$ cat config.mk
export PLATFORM = sky130hd
export DESIGN_NAME = lorenz_pixel_writer_flat
export DESIGN_NICKNAME = d
export VERILOG_FILES = /design/src/rtl/lorenz_pixel_writer_if.sv /design/src/rtl/lorenz_pixel_writer.sv /design/src/flat_wrapper.sv
export SDC_FILE = /design/constraint.sdc
export NUM_CORES = 1
export LEC_CHECK = 0
export ABC_AREA = 1
export CELL_PAD_IN_SITES_DETAIL_PLACEMENT = 2
export CELL_PAD_IN_SITES_GLOBAL_PLACEMENT = 2
export CORE_ASPECT_RATIO = 1.75
export CORE_UTILIZATION = 21
export DETAILED_ROUTE_END_ITERATION = 10
export PLACE_DENSITY = 0.75
export SLEW_MARGIN = 10
export SYNTH_ARGS = -nofsm -noshare
export SYNTH_HDL_FRONTEND = slang
export SYNTH_SLANG_ARGS = --single-unit
export TNS_END_PERCENT = 1
$ cat constraint.sdc
create_clock -name clk_50 -period 1.9 [get_ports clk_50]
set_input_delay 0.19 -clock clk_50 [delete_from_list [all_inputs] [get_ports clk_50]]
set_output_delay 0.19 -clock clk_50 [all_outputs]
set_load 0.01 [all_outputs]
$ cat src/rtl/lorenz_pixel_writer_if.sv
// rtl/lorenz_pixel_writer_if.sv - pixel write port between the Lorenz plotter and the frame buffer
//
// Purpose: carries one pixel write per accepted req/ack handshake.
// Signals:
//   wr_req    master->slave  write request, held until acknowledged
//   wr_x      master->slave  pixel column 0..639
//   wr_y      master->slave  pixel row 0..479
//   wr_color  master->slave  pixel colour
//   wr_ack    slave->master  write accepted in any cycle with wr_req && wr_ack
interface lorenz_pixel_writer_if;
  logic       wr_req;
  logic [9:0] wr_x;
  logic [8:0] wr_y;
  logic [7:0] wr_color;
  logic       wr_ack;

  modport master (output wr_req, output wr_x, output wr_y, output wr_color, input wr_ack);
  modport slave  (input wr_req, input wr_x, input wr_y, input wr_color, output wr_ack);
endinterface

$ cat src/rtl/lorenz_pixel_writer.sv
// rtl/lorenz_pixel_writer.sv - plots the Lorenz trajectory into a 640x480 pixel buffer
//
// Purpose: owns the integrator time base (step pulse), decimates integrator steps,
// projects one coordinate pair of the 7.20 state to pixels, clips to the screen and
// writes the pixel over a req/ack port. Clears the screen after reset and on request.
// Ports:
//   clk_50      in   system clock
//   reset       in   synchronous, active-high
//   x, y, z     in   integrator state, signed 7.20
//   proj        in   projection (h,v): 0=(x,z) 1=(x,y) 2=(y,z) 3=(x,z)
//   color       in   colour of plotted points
//   clear_req   in   level request to clear the screen
//   step        out  one-cycle integrator advance pulse
//   busy_clear  out  high while the clear pass runs
//   pix         master side of the pixel write port
module lorenz_pixel_writer #(
  parameter int unsigned DECIM    = 1,
  parameter int unsigned SHIFT    = 17,
  parameter int          H_OFF    = 320,
  parameter int          V_OFF_Z  = 440,
  parameter int          V_OFF    = 240,
  parameter logic [7:0]  BG_COLOR = 8'h00
) (
  input  logic                clk_50,
  input  logic                reset,
  input  logic signed [26:0]  x,
  input  logic signed [26:0]  y,
  input  logic signed [26:0]  z,
  input  logic [1:0]          proj,
  input  logic [7:0]          color,
  input  logic                clear_req,
  output logic                step,
  output logic                busy_clear,
  lorenz_pixel_writer_if.master pix
);

  localparam logic [7:0]         DLAST    = 8'(DECIM - 1);
  localparam logic signed [26:0] H_OFF_S  = 27'(H_OFF);
  localparam logic signed [26:0] VOFF_Z_S = 27'(V_OFF_Z);
  localparam logic signed [26:0] VOFF_S   = 27'(V_OFF);

  typedef enum logic [2:0] {S_CLEAR, S_STEP, S_CAPTURE, S_COMPUTE, S_WRITE} state_t;

  state_t             state, state_n;
  logic [7:0]         dcnt, dcnt_n;
  logic signed [26:0] h_r, h_n, v_r, v_n;
  logic               v_is_z, v_is_z_n;
  logic               in_range, in_range_n;
  logic               wr_req_r, wr_req_n;
  logic [9:0]         wr_x_r, wr_x_n;
  logic [8:0]         wr_y_r, wr_y_n;
  logic [7:0]         wr_color_r, wr_color_n;
  logic               busy_r, busy_n;

  logic signed [26:0] voff, px, py;
  logic               pt_ok;

  // Projection is computed at full 27-bit width so far-off points cannot alias
  // back onto the screen before the range check.
  always_comb begin
    voff  = v_is_z ? VOFF_Z_S : VOFF_S;
    px    = H_OFF_S + (h_r >>> SHIFT);
    py    = voff - (v_r >>> SHIFT);
    pt_ok = (px >= 27'sd0) && (px <= 27'sd639) && (py >= 27'sd0) && (py <= 27'sd479);
  end

  always_ff @(posedge clk_50) begin
    if (reset) begin
      state      <= S_CLEAR;
      dcnt       <= '0;
      h_r        <= '0;
      v_r        <= '0;
      v_is_z     <= 1'b1;
      in_range   <= 1'b0;
      wr_req_r   <= 1'b0;
      wr_x_r     <= '0;
      wr_y_r     <= '0;
      wr_color_r <= BG_COLOR;
      busy_r     <= 1'b1;
    end else begin
      state      <= state_n;
      dcnt       <= dcnt_n;
      h_r        <= h_n;
      v_r        <= v_n;
      v_is_z     <= v_is_z_n;
      in_range   <= in_range_n;
      wr_req_r   <= wr_req_n;
      wr_x_r     <= wr_x_n;
      wr_y_r     <= wr_y_n;
      wr_color_r <= wr_color_n;
      busy_r     <= busy_n;
    end
  end

  always_comb begin
    state_n    = state;
    dcnt_n     = dcnt;
    h_n        = h_r;
    v_n        = v_r;
    v_is_z_n   = v_is_z;
    in_range_n = in_range;
    wr_req_n   = wr_req_r;
    wr_x_n     = wr_x_r;
    wr_y_n     = wr_y_r;
    wr_color_n = wr_color_r;
    busy_n     = busy_r;
    step       = 1'b0;

    unique case (state)
      S_CLEAR: begin
        // After reset wr_req is low for one cycle; the first request goes out here.
        if (!wr_req_r) begin
          wr_req_n = 1'b1;
        end else if (pix.wr_ack) begin
          if (wr_x_r != 10'd639) begin
            wr_x_n = wr_x_r + 10'd1;
          end else if (wr_y_r != 9'd479) begin
            wr_x_n = '0;
            wr_y_n = wr_y_r + 9'd1;
          end else begin
            wr_req_n = 1'b0;
            busy_n   = 1'b0;
            state_n  = S_STEP;
          end
        end
      end

      S_STEP: begin
        if (clear_req) begin
          wr_x_n     = '0;
          wr_y_n     = '0;
          wr_color_n = BG_COLOR;
          wr_req_n   = 1'b1;
          busy_n     = 1'b1;
          dcnt_n     = '0;
          state_n    = S_CLEAR;
        end else begin
          step    = 1'b1;
          state_n = S_CAPTURE;
        end
      end

      S_CAPTURE: begin
        unique case (proj)
          2'd1:    begin h_n = x; v_n = y; v_is_z_n = 1'b0; end
          2'd2:    begin h_n = y; v_n = z; v_is_z_n = 1'b1; end
          default: begin h_n = x; v_n = z; v_is_z_n = 1'b1; end
        endcase
        if (dcnt != DLAST) begin
          dcnt_n  = dcnt + 8'd1;
          state_n = S_STEP;
        end else begin
          dcnt_n  = '0;
          state_n = S_COMPUTE;
        end
      end

      S_COMPUTE: begin
        // Off-screen points leave the last written address untouched.
        in_range_n = pt_ok;
        wr_req_n   = pt_ok;
        if (pt_ok) begin
          wr_x_n     = px[9:0];
          wr_y_n     = py[8:0];
          wr_color_n = color;
        end
        state_n = S_WRITE;
      end

      S_WRITE: begin
        if (!in_range || pix.wr_ack) begin
          wr_req_n = 1'b0;
          state_n  = S_STEP;
        end
      end

      default: state_n = S_CLEAR;
    endcase
  end

  assign pix.wr_req   = wr_req_r;
  assign pix.wr_x     = wr_x_r;
  assign pix.wr_y     = wr_y_r;
  assign pix.wr_color = wr_color_r;
  assign busy_clear   = busy_r;

endmodule

$ cat src/flat_wrapper.sv
// flat-port wrapper written by rule: the top's interface ports become plain ports
module lorenz_pixel_writer_flat 
#(
  parameter int unsigned DECIM    = 1,
  parameter int unsigned SHIFT    = 17,
  parameter int          H_OFF    = 320,
  parameter int          V_OFF_Z  = 440,
  parameter int          V_OFF    = 240,
  parameter logic [7:0]  BG_COLOR = 8'h00
)
  (clk_50, reset, x, y, z, proj, color, clear_req, step, busy_clear, pix_wr_req, pix_wr_x, pix_wr_y, pix_wr_color, pix_wr_ack);
  lorenz_pixel_writer_if pix_i ();
  input  logic clk_50;
  input  logic reset;
  input  logic signed [26:0] x;
  input  logic signed [26:0] y;
  input  logic signed [26:0] z;
  input  logic [1:0] proj;
  input  logic [7:0] color;
  input  logic clear_req;
  output logic step;
  output logic busy_clear;
  output wire logic [$bits(pix_i.wr_req)-1:0] pix_wr_req;
  output wire logic [$bits(pix_i.wr_x)-1:0] pix_wr_x;
  output wire logic [$bits(pix_i.wr_y)-1:0] pix_wr_y;
  output wire logic [$bits(pix_i.wr_color)-1:0] pix_wr_color;
  input wire logic [$bits(pix_i.wr_ack)-1:0] pix_wr_ack;
  assign pix_wr_req = pix_i.wr_req;
  assign pix_wr_x = pix_i.wr_x;
  assign pix_wr_y = pix_i.wr_y;
  assign pix_wr_color = pix_i.wr_color;
  assign pix_i.wr_ack = pix_wr_ack;
  lorenz_pixel_writer #(.DECIM(DECIM), .SHIFT(SHIFT), .H_OFF(H_OFF), .V_OFF_Z(V_OFF_Z), .V_OFF(V_OFF), .BG_COLOR(BG_COLOR)) u_core (.clk_50(clk_50), .reset(reset), .x(x), .y(y), .z(z), .proj(proj), .color(color), .clear_req(clear_req), .step(step), .busy_clear(busy_clear), .pix(pix_i));
endmodule
-- Word-level counts from Yosys, hierarchy flattened
Cells that the tools add are included.
- logic and storage cells: 101
- register bits: 96
- output and inout port bits: 30
- input port bits: 95
- mux-type cells: 45
- add/subtract/negate cells: 5
- order comparisons: 4
- reductions and logical operators: 19
- eq/ne operators: 17
- operators by type and width (kind ; number):
    2-to-1 mux 9 bit ; 7
    2-to-1 mux 10 bit ; 6
    greater-or-equal comparator 27 x 1 -> 1 bit, second input constant ; 2
    2-to-1 mux 27 bit ; 2
    one-hot mux 8 bit (2 select lines) ; 2
    one-hot mux 10 bit (3 select lines) ; 1
    <= comparator 27 x 10 -> 1 bit, second input constant ; 1
    <= comparator 27 x 11 -> 1 bit, second input constant ; 1
    one-hot mux 9 bit (3 select lines) ; 1
    2-to-1 mux 8 bit ; 3
    2-to-1 mux 3 bit ; 5
    one-hot mux 3 bit (5 select lines) ; 1
    2-to-1 mux 1 bit ; 13
    AND reduction 6 bit ; 2
    adder 10 x 10 -> 11 bit, first input constant ; 1
    subtractor 10 x 10 -> 11 bit ; 1
    adder 10 x 1 -> 10 bit, second input constant ; 1
    inequality test 10 bit, second input constant ; 1
    adder 9 x 1 -> 9 bit, second input constant ; 1
    inequality test 9 bit, second input constant ; 1
    adder 8 x 1 -> 8 bit, second input constant ; 1
    inequality test 2 x 1 -> 1 bit, second input constant ; 4
    inequality test 2 bit, second input constant ; 4
    nonzero test 8 bit ; 1
    20 further kinds ; 27

-- Longest topological paths before layout
Gate-level depths: netlist (run 1).
- word-level depth: 7
- gate-level depth with buffers: 17

-- Worst setup path before layout (run 1)
No wires, ideal clock.
- path type: flip-flop to flip-flop
- start: register u_core.v_is_z
- end: register u_core.wr_req_r, in the netlist u_core.pix.wr_req
- data arrival time: 1918 ps
- required time: 1785 ps
- stages on the path, launching flop included: 16
- path slack: -133 ps
- buffers on the path: 1
- cells stage by stage: dfxtp_1 > inv_1 > ha_1 > nand2_1 > inv_1 > a21oi_1 > nand2_1 > nand2_1 > nand2_1 > nor2_1 > nand3_1 > nand3_1 > nand2_1 > buf_4 > o21ai_0 > inv_1
- word-level cells in the longest chain between the ends: 6
- elaborated cells on any way between the ends: 7
- RTL lines (what ; RTL line ; RTL):
    start: declaration ; lorenz_pixel_writer.sv:47 ; logic v_is_z, v_is_z_n;
    start signal: assignment ; lorenz_pixel_writer.sv:85 ; v_is_z <= v_is_z_n;
    2-to-1 mux 9 bit (*) ; lorenz_pixel_writer.sv:61 ; voff = v_is_z ? VOFF_Z_S : VOFF_S;
    subtractor 10 x 10 -> 11 bit (*) ; lorenz_pixel_writer.sv:63 ; py = voff - (v_r >>> SHIFT);
    greater-or-equal comparator 27 x 1 -> 1 bit ; lorenz_pixel_writer.sv:64 ; pt_ok = (px >= 27'sd0) && (px <= 27'sd639) && (py >= 27'sd0) && (py <= 27'sd479);
    logical AND 1 bit ; lorenz_pixel_writer.sv:64 ;
    logical AND 1 bit (*) ; lorenz_pixel_writer.sv:64 ;
    one-hot mux 1 bit (4 select lines) (*) ; lorenz_pixel_writer.sv:109 ; unique case (state)
    end signal: assignment ; lorenz_pixel_writer.sv:87 ; wr_req_r <= wr_req_n;
    end: declaration ; lorenz_pixel_writer.sv:49 ; logic wr_req_r, wr_req_n;
Every way passes the cells marked *; elsewhere a longest branch is shown, timed or not.
A chain may end at the register's enable or synchronous reset.

-- Final worst setup path (run 1)
- start: register u_core.v_is_z
- end: register u_core.wr_x_r[3], in the netlist u_core.pix.wr_x[3]
- word-level cells in the longest chain between the ends: 7
- elaborated cells on any way between the ends: 8
- RTL lines (what ; RTL line ; RTL):
    2-to-1 mux 9 bit (*) ; lorenz_pixel_writer.sv:61 ;
    subtractor 10 x 10 -> 11 bit (*) ; lorenz_pixel_writer.sv:63 ;
    greater-or-equal comparator 27 x 1 -> 1 bit ; lorenz_pixel_writer.sv:64 ;
    logical AND 1 bit ; lorenz_pixel_writer.sv:64 ;
    logical AND 1 bit (*) ; lorenz_pixel_writer.sv:64 ;
    inequality test 2 x 1 -> 1 bit (no line) (*) ; -- ;
    AND reduction 6 bit (no line) (*) ; -- ;
    end signal: assignment ; lorenz_pixel_writer.sv:88 ; wr_x_r <= wr_x_n;
    end: declaration ; lorenz_pixel_writer.sv:50 ; logic [9:0] wr_x_r, wr_x_n;
Marked as above.

==> results.cfg, run 1 <==
[outcome]
status = complete, but fails checks
violations = negative setup slack

[sta]
rsz0062_at_grt = yes
fin_worst_skew_ns = 0.00672
slew_viol_final = 0
hold_viol = 0
fmax_mhz = 453
fin_crit_ns = 2.21
slew_headroom = 0.621
fin_ws_ns = -0.308
setup_viol = 29
tns_ns = -6.92
finalCritPeriodShare = 1.16
tightestPinTransition_ns = 0.562

[worst_setup_path]
critPathLaunchType = flip-flop
r2r_slack_ns = -0.31
crit_path_max_fanout = 8
critPathArrivalTime_ns = 2.49
crit_path_end_kind = flip-flop
crit_type = flip-flop to flip-flop
required_ns = 2.18

[logic_synthesis]
ys_ff_latch = 62
synth_cells = 596
syn_area_um2 = 3820
yosysTopAreaCellShare = 0.325
synth_nets = 702
synthTopCellsByArea = dfxtp_1, nand2_1, nor2_1, a21oi_1, inv_1
synth_warnings = 0
yosysUniqueCellTypes = 41
yosysSeqAreaShare = 0.325
avgSynthCellArea_um2 = 6.41
synth.largest_area_cell = dfxtp_1

[power_and_ir_drop]
total_power_mw = 3.39
leakage_nw = 2.46
ir_drop_uv = 296
p_per_area_nw_per_um2 = 581

[final_layout]
utilization = 0.332
antennaDiodeCount = 0
final_common_cell = nand2_1
final_nets = 836
multi_input_area_um2 = 2460
regArea_um2 = 1250
fillers = 2120
drive_gt1_frac = 0.212
layout_common_cells = nand2_1, nor2_1, clkdlybuf4s50_1
areaGrowthSynthToFinish_pct = 53.0

[clocking]
cts_root_buf = clkbuf_16
clk_pin_slew_worst_paths_ns = 0.06
clk_latency_ns = 0.35
cts.sinks = 62
numCtsBuffers = 9
cts_tree = done
cts-hold-fix-buffers = 0
clockBufferDepth = 2
h-tree-depth = 3

[routing]
wl_per_cell_um = 17.4
wl_mm = 16.8
routed.top_layer = met4
met1_length_mm = 6.13
avgViaCountPerCell = 4.70
dr.first_iter.drc_count = 86
ant_nets = 0
wl_met3_um = 337
num_vias = 4542
drc_errors = 0
drt_first_pass_iters = 4
dr_wl_met2_mm = 9.68

[grt]
grt_pass1_vias = 5171
grt_pass1_wl_mm = 26.3
grt_max_degree = 41
grt_util_all_layers = 0.179
antenna_found_initial = 0
overflow = 0

[floorplan]
die_h_um = 180
core_um2 = 17600
die_area_um2 = 18700
row_count = 64
start_util = 0.217
die_w_um = 104
pin_count = 125

[worst_hold_path]
hp-class = input pin to flip-flop

[placed_design]
gp_congestion = 0.883
dp_hpwl_mm = 12.4
place_ws_ns = -0.448
io_buffers = 73

[run]
max_cap_viol_count = 0
-- metrics by stage --
stage / instance area (um2) / cells / hold slack [ns]
global route: 5840 / 966 / 0.456
CTS: 5690 / 963 / 0.446
detailed placement: 5250 / 944 / 0.461
global placement: 5250 / 944 / 0.459
finish: 5840 / 966 / 0.454
floorplan: 3830 / 596 / 0.269
-- worst max-delay path: stages (launching register included) --
cell	delay [ns]
dfxtp_4	0.37
buf_6	0.12
ha_4	0.22
inv_1	0.08
o21ai_1	0.08
a21oi_2	0.18
nand2_2	0.09
nand2_1	0.09
nand2_2	0.07
nor2_4	0.16
nand2_4	0.08
nand2_8	0.13
nand3_4	0.18
nand2_2	0.12
nand2_1	0.06
nor2_1	0.11
-- Yosys cell counts --
cell type	number
o21ai_0	29
nand2_4	1
a22o_1	3
nor3_4	1
buf_6	2
inv_2	3
ha_1	11
nor2_2	6
or2_4	1
nand3_2	1
o21a_1	1
a32o_1	2
buf_1	2
clkbuf_4	1
buf_4	1
nand2_1	159
nor2_4	1
nor4_1	1
dfxtp_1	62
inv_1	70
nand3_1	31
a221oi_1	12
or2_2	4
nand2_2	4
o211ai_1	1
o32ai_1	1
o22ai_1	4
xor2_1	5
o21bai_1	1
nand3b_1	4
a32oi_1	2
nor3_1	4
clkbuf_1	13
clkinv_1	2
buf_2	2
nand3_4	2
nor2_1	79
a31oi_1	1
nand4_1	8
a21oi_1	56
xnor2_1	2
-- registers in the layout, indices dropped and copies added (netlist names) --
register             flops
u_core.pix.wr_req        1
u_core.dcnt              8
u_core.state             3
u_core.h_r              10
u_core.v_is_z            1
u_core.v_r              10
u_core.pix.wr_y          9
u_core.in_range          1
u_core.pix.wr_x         10
u_core.pix.wr_color      8
u_core.busy_clear        1
-- metal layers --
layer	track usage	up-vias
li1	-	2215
met1	0.161	2197
met2	0.379	91
met3	0.0195	39
met4	0.0874	0
met5	0	-
-- path summary, 6_finish.rpt --
kind                                              startpoint                         endpoint  cells past startpoint
worst max-delay path              u_core.v_is_z$_SDFFE_PP1P_  u_core.pix.wr_x[3]$_SDFFE_PP0P_                     15
worst min-delay path                                   y[25]      u_core.h_r[25]$_SDFFE_PP0P_                      3
worst max register to register    u_core.v_is_z$_SDFFE_PP1P_  u_core.pix.wr_x[3]$_SDFFE_PP0P_                     15
worst min register to register  u_core.in_range$_SDFFE_PP0P_     u_core.in_range$_SDFFE_PP0P_                      2
-- what timing repair did --
item	4_1_cts	5_1_grt
hold endpoints to repair	0	0
setup endpoints to repair	30	32
pin swaps	4	20
resized for setup	24	39
buffers inserted	0	2
cloned	3	1
-- area by class of cell --
cell class | count | area share
flip-flops and latches | 62 | 0.214
well taps | 231 | 0.0495
multi-input cells | 442 | 0.421
inverters | 75 | 0.0486
repair buffers | 140 | 0.215
clock buffers | 9 | 0.0386
clock inverters | 7 | 0.0139
-- logic make-up (layout without fill, tap and decap cells) --
group / count (synthesis) / in the layout / synth area share
fa+ha+maj: 11 / 11 / 0.0361
buf+inv: 96 / 231 / 0.101
simple gates: 307 / 311 / 0.350
compound gates: 113 / 113 / 0.172
xor+xnor: 7 / 7 / 0.0161
flops: 62 / 62 / 0.325
-- power breakdown --
| group | total [mW] | internal (mW) | switching, mW |
|---|---|---|---|
| combinational | 0.332 | 0.172 | 0.160 |
| sequential | 1.33 | 1.32 | 0.0156 |
| clock | 1.73 | 1.03 | 0.700 |
Note: power is estimated with default switching activity, not from simulation.
==> run 2: changes to the inputs <==
--- a/config.mk
+++ b/config.mk
@@ -12,6 +12,7 @@
 export CORE_UTILIZATION = 21
 export DETAILED_ROUTE_END_ITERATION = 10
 export PLACE_DENSITY = 0.75
+export SKIP_CTS_REPAIR_TIMING = 1
 export SLEW_MARGIN = 10
 export SYNTH_ARGS = -nofsm -noshare
 export SYNTH_HDL_FRONTEND = slang
==> results.cfg, run 2 (synthesis results as in run 1) <==
[placed_design]
io_buffers = 73
dp.cells = 944
postPlaceCellArea_um2 = 5250
gp_congestion = 0.883
dp_hpwl_mm = 12.4

[worst_setup_path]
required_ns = 2.17
crit_path_start = u_core.v_is_z$_SDFFE_PP1P_
crit_path_max_fanout = 8
worst-path-buf-inv = 1
cpMostUsedCell = nand2_2
r2r_slack_ns = -0.31
cp-endpoint = u_core.pix.wr_x[0]$_SDFFE_PP0P_
critPathArrivalTime_ns = 2.49
cp_cell_sequence = inv_4, ha_4, nand2_4, nor2_4, nand2_2, nand2_2, nand2_2, nand3_2, nand2_2, nor2_4, nand2_4, nand2_8, nand3_4, nand2_2, nand2_1, nor2_1
r2r_start = u_core.v_is_z$_SDFFE_PP1P_
crit_path_end_kind = flip-flop
worst-path-stages = 16
crit_type = flip-flop to flip-flop
r2r_end = u_core.pix.wr_x[0]$_SDFFE_PP0P_
critPathLaunchType = flip-flop
reg2reg_depth = 16
max_stage_delay_ns = 0.40
cp_slowest_cell = dfxtp_4
crit_family = simple AND/OR/NAND/NOR gates

[floorplan]
die_area_um2 = 18700
start_util = 0.217
die_h_um = 180
pin_count = 125
die_w_um = 104
core_um2 = 17600
row_count = 64

[sta]
fin_worst_skew_ns = 0.00655
tns_ns = -7.60
whs_ns = 0.455
setup_viol = 29
finalCritPeriodShare = 1.16
slew_viol_final = 0
rsz0062_at_grt = yes
tightestPinTransition_ns = 0.572
slew_headroom = 0.614
fmax_mhz = 452
fin_crit_ns = 2.21
hold_viol = 0
fin_ws_ns = -0.313

[power_and_ir_drop]
leakage_nw = 2.45
p_per_area_nw_per_um2 = 581
ir_drop_uv = 297

[routing]
dr.first_iter.drc_count = 80
ant_nets = 0
num_vias = 4574
wl_per_cell_um = 17.3
drt_first_pass_iters = 4
wl_mm = 16.7
drc_errors = 0
avgViaCountPerCell = 4.73

[clocking]
clk_latency_ns = 0.35
h-tree-depth = 3
cts_root_buf = clkbuf_16
cts_tree = done
clk_pin_slew_worst_paths_ns = 0.06
cts.sinks = 62
clockBufferDepth = 2
numCtsBuffers = 9

[final_layout]
final_nets = 837
areaGrowthSynthToFinish_pct = 53.3
final_cell_area_um2 = 5850
drive_gt1_frac = 0.219
layout_common_cells = nand2_1, clkdlybuf4s50_1, nor2_1
antennaDiodeCount = 0
final_common_cell = nand2_1
instances_no_fill = 967
fillers = 2133

[grt]
grt_util_all_layers = 0.173
grt_max_degree = 41
grt_pass1_vias = 5070
overflow = 0
grt_pass1_wl_mm = 25.4
antenna_found_initial = 0

[outcome]
status = complete, but fails checks
violations = negative setup slack

[worst_hold_path]
hp-class = input pin to flip-flop

[run]
max_cap_viol_count = 0
## run 2: cell types whose count changed in the layout (fill, tap and decap cells not counted), sizes merged
| cell | before | now |
|---|---|---|
| buf | 67 | 69 |
| dlygate4sd2 | 1 | 0 |
| dlymetal6s2s | 0 | 1 |
| nand2 | 165 | 164 |
## run 2: tightest hold or removal path, cell delays in order
cell and delay (ns):
clkdlybuf4s50_1 0.42, nand2_1 0.09, a21oi_1 0.05
## run 2: layout make-up
| class | count | area, um2 | share of cell area |
|---|---|---|---|
| Multi-Input combinational cell | 441 | 2460 | 0.420 |
| Clock buffer | 9 | 225 | 0.0385 |
| Timing Repair Buffer | 142 | 1270 | 0.217 |
| Clock inverter | 7 | 81.3 | 0.0139 |
| Inverter | 75 | 284 | 0.0485 |
| Sequential cell | 62 | 1250 | 0.213 |
| Tap cell | 231 | 289 | 0.0494 |
## run 2: layer usage
layer	wire length [um]	GRT usage
met5	0	0
met4	521	0.0731
met3	388	0.0188
met2	9860	0.368
met1	5960	0.158
## run 2: how the worst min path moves through the flow
stage / start / end / slack (ns) / cells after the start
6_report: y[25] / u_core.h_r[25]$_SDFFE_PP0P_ / 0.46 / 3
5_1_grt: y[26] / u_core.h_r[26]$_SDFFE_PP0P_ / 0.46 / 3
4_1_cts: y[22] / u_core.h_r[22]$_SDFFE_PP0P_ / 0.45 / 3
3_5_place_dp: u_core.in_range$_SDFFE_PP0P_ / u_core.in_range$_SDFFE_PP0P_ / 0.46 / 2
3_3_place_gp: u_core.in_range$_SDFFE_PP0P_ / u_core.in_range$_SDFFE_PP0P_ / 0.46 / 2
2_1_floorplan: reset / u_core.dcnt[4]$_SDFFE_PP0P_ / 0.27 / 1
## run 2: power by group
group | switching [mW] | leakage, nW | total (mW) | internal (mW)
clock | 0.701 | 0.147 | 1.73 | 1.03
sequential | 0.0157 | 0.502 | 1.33 | 1.32
combinational | 0.161 | 1.80 | 0.334 | 0.173
## run 2: metrics by stage
stage          total power [mW]   util  setup slack (ns)
2_1_floorplan              1.49      -           -0.0218
3_3_place_gp               1.67  0.298            -0.279
3_5_place_dp               1.68  0.298            -0.448
4_1_cts                    3.42  0.315            -0.481
5_1_grt                    3.50  0.332            -0.429
6_report                   3.40  0.332            -0.313
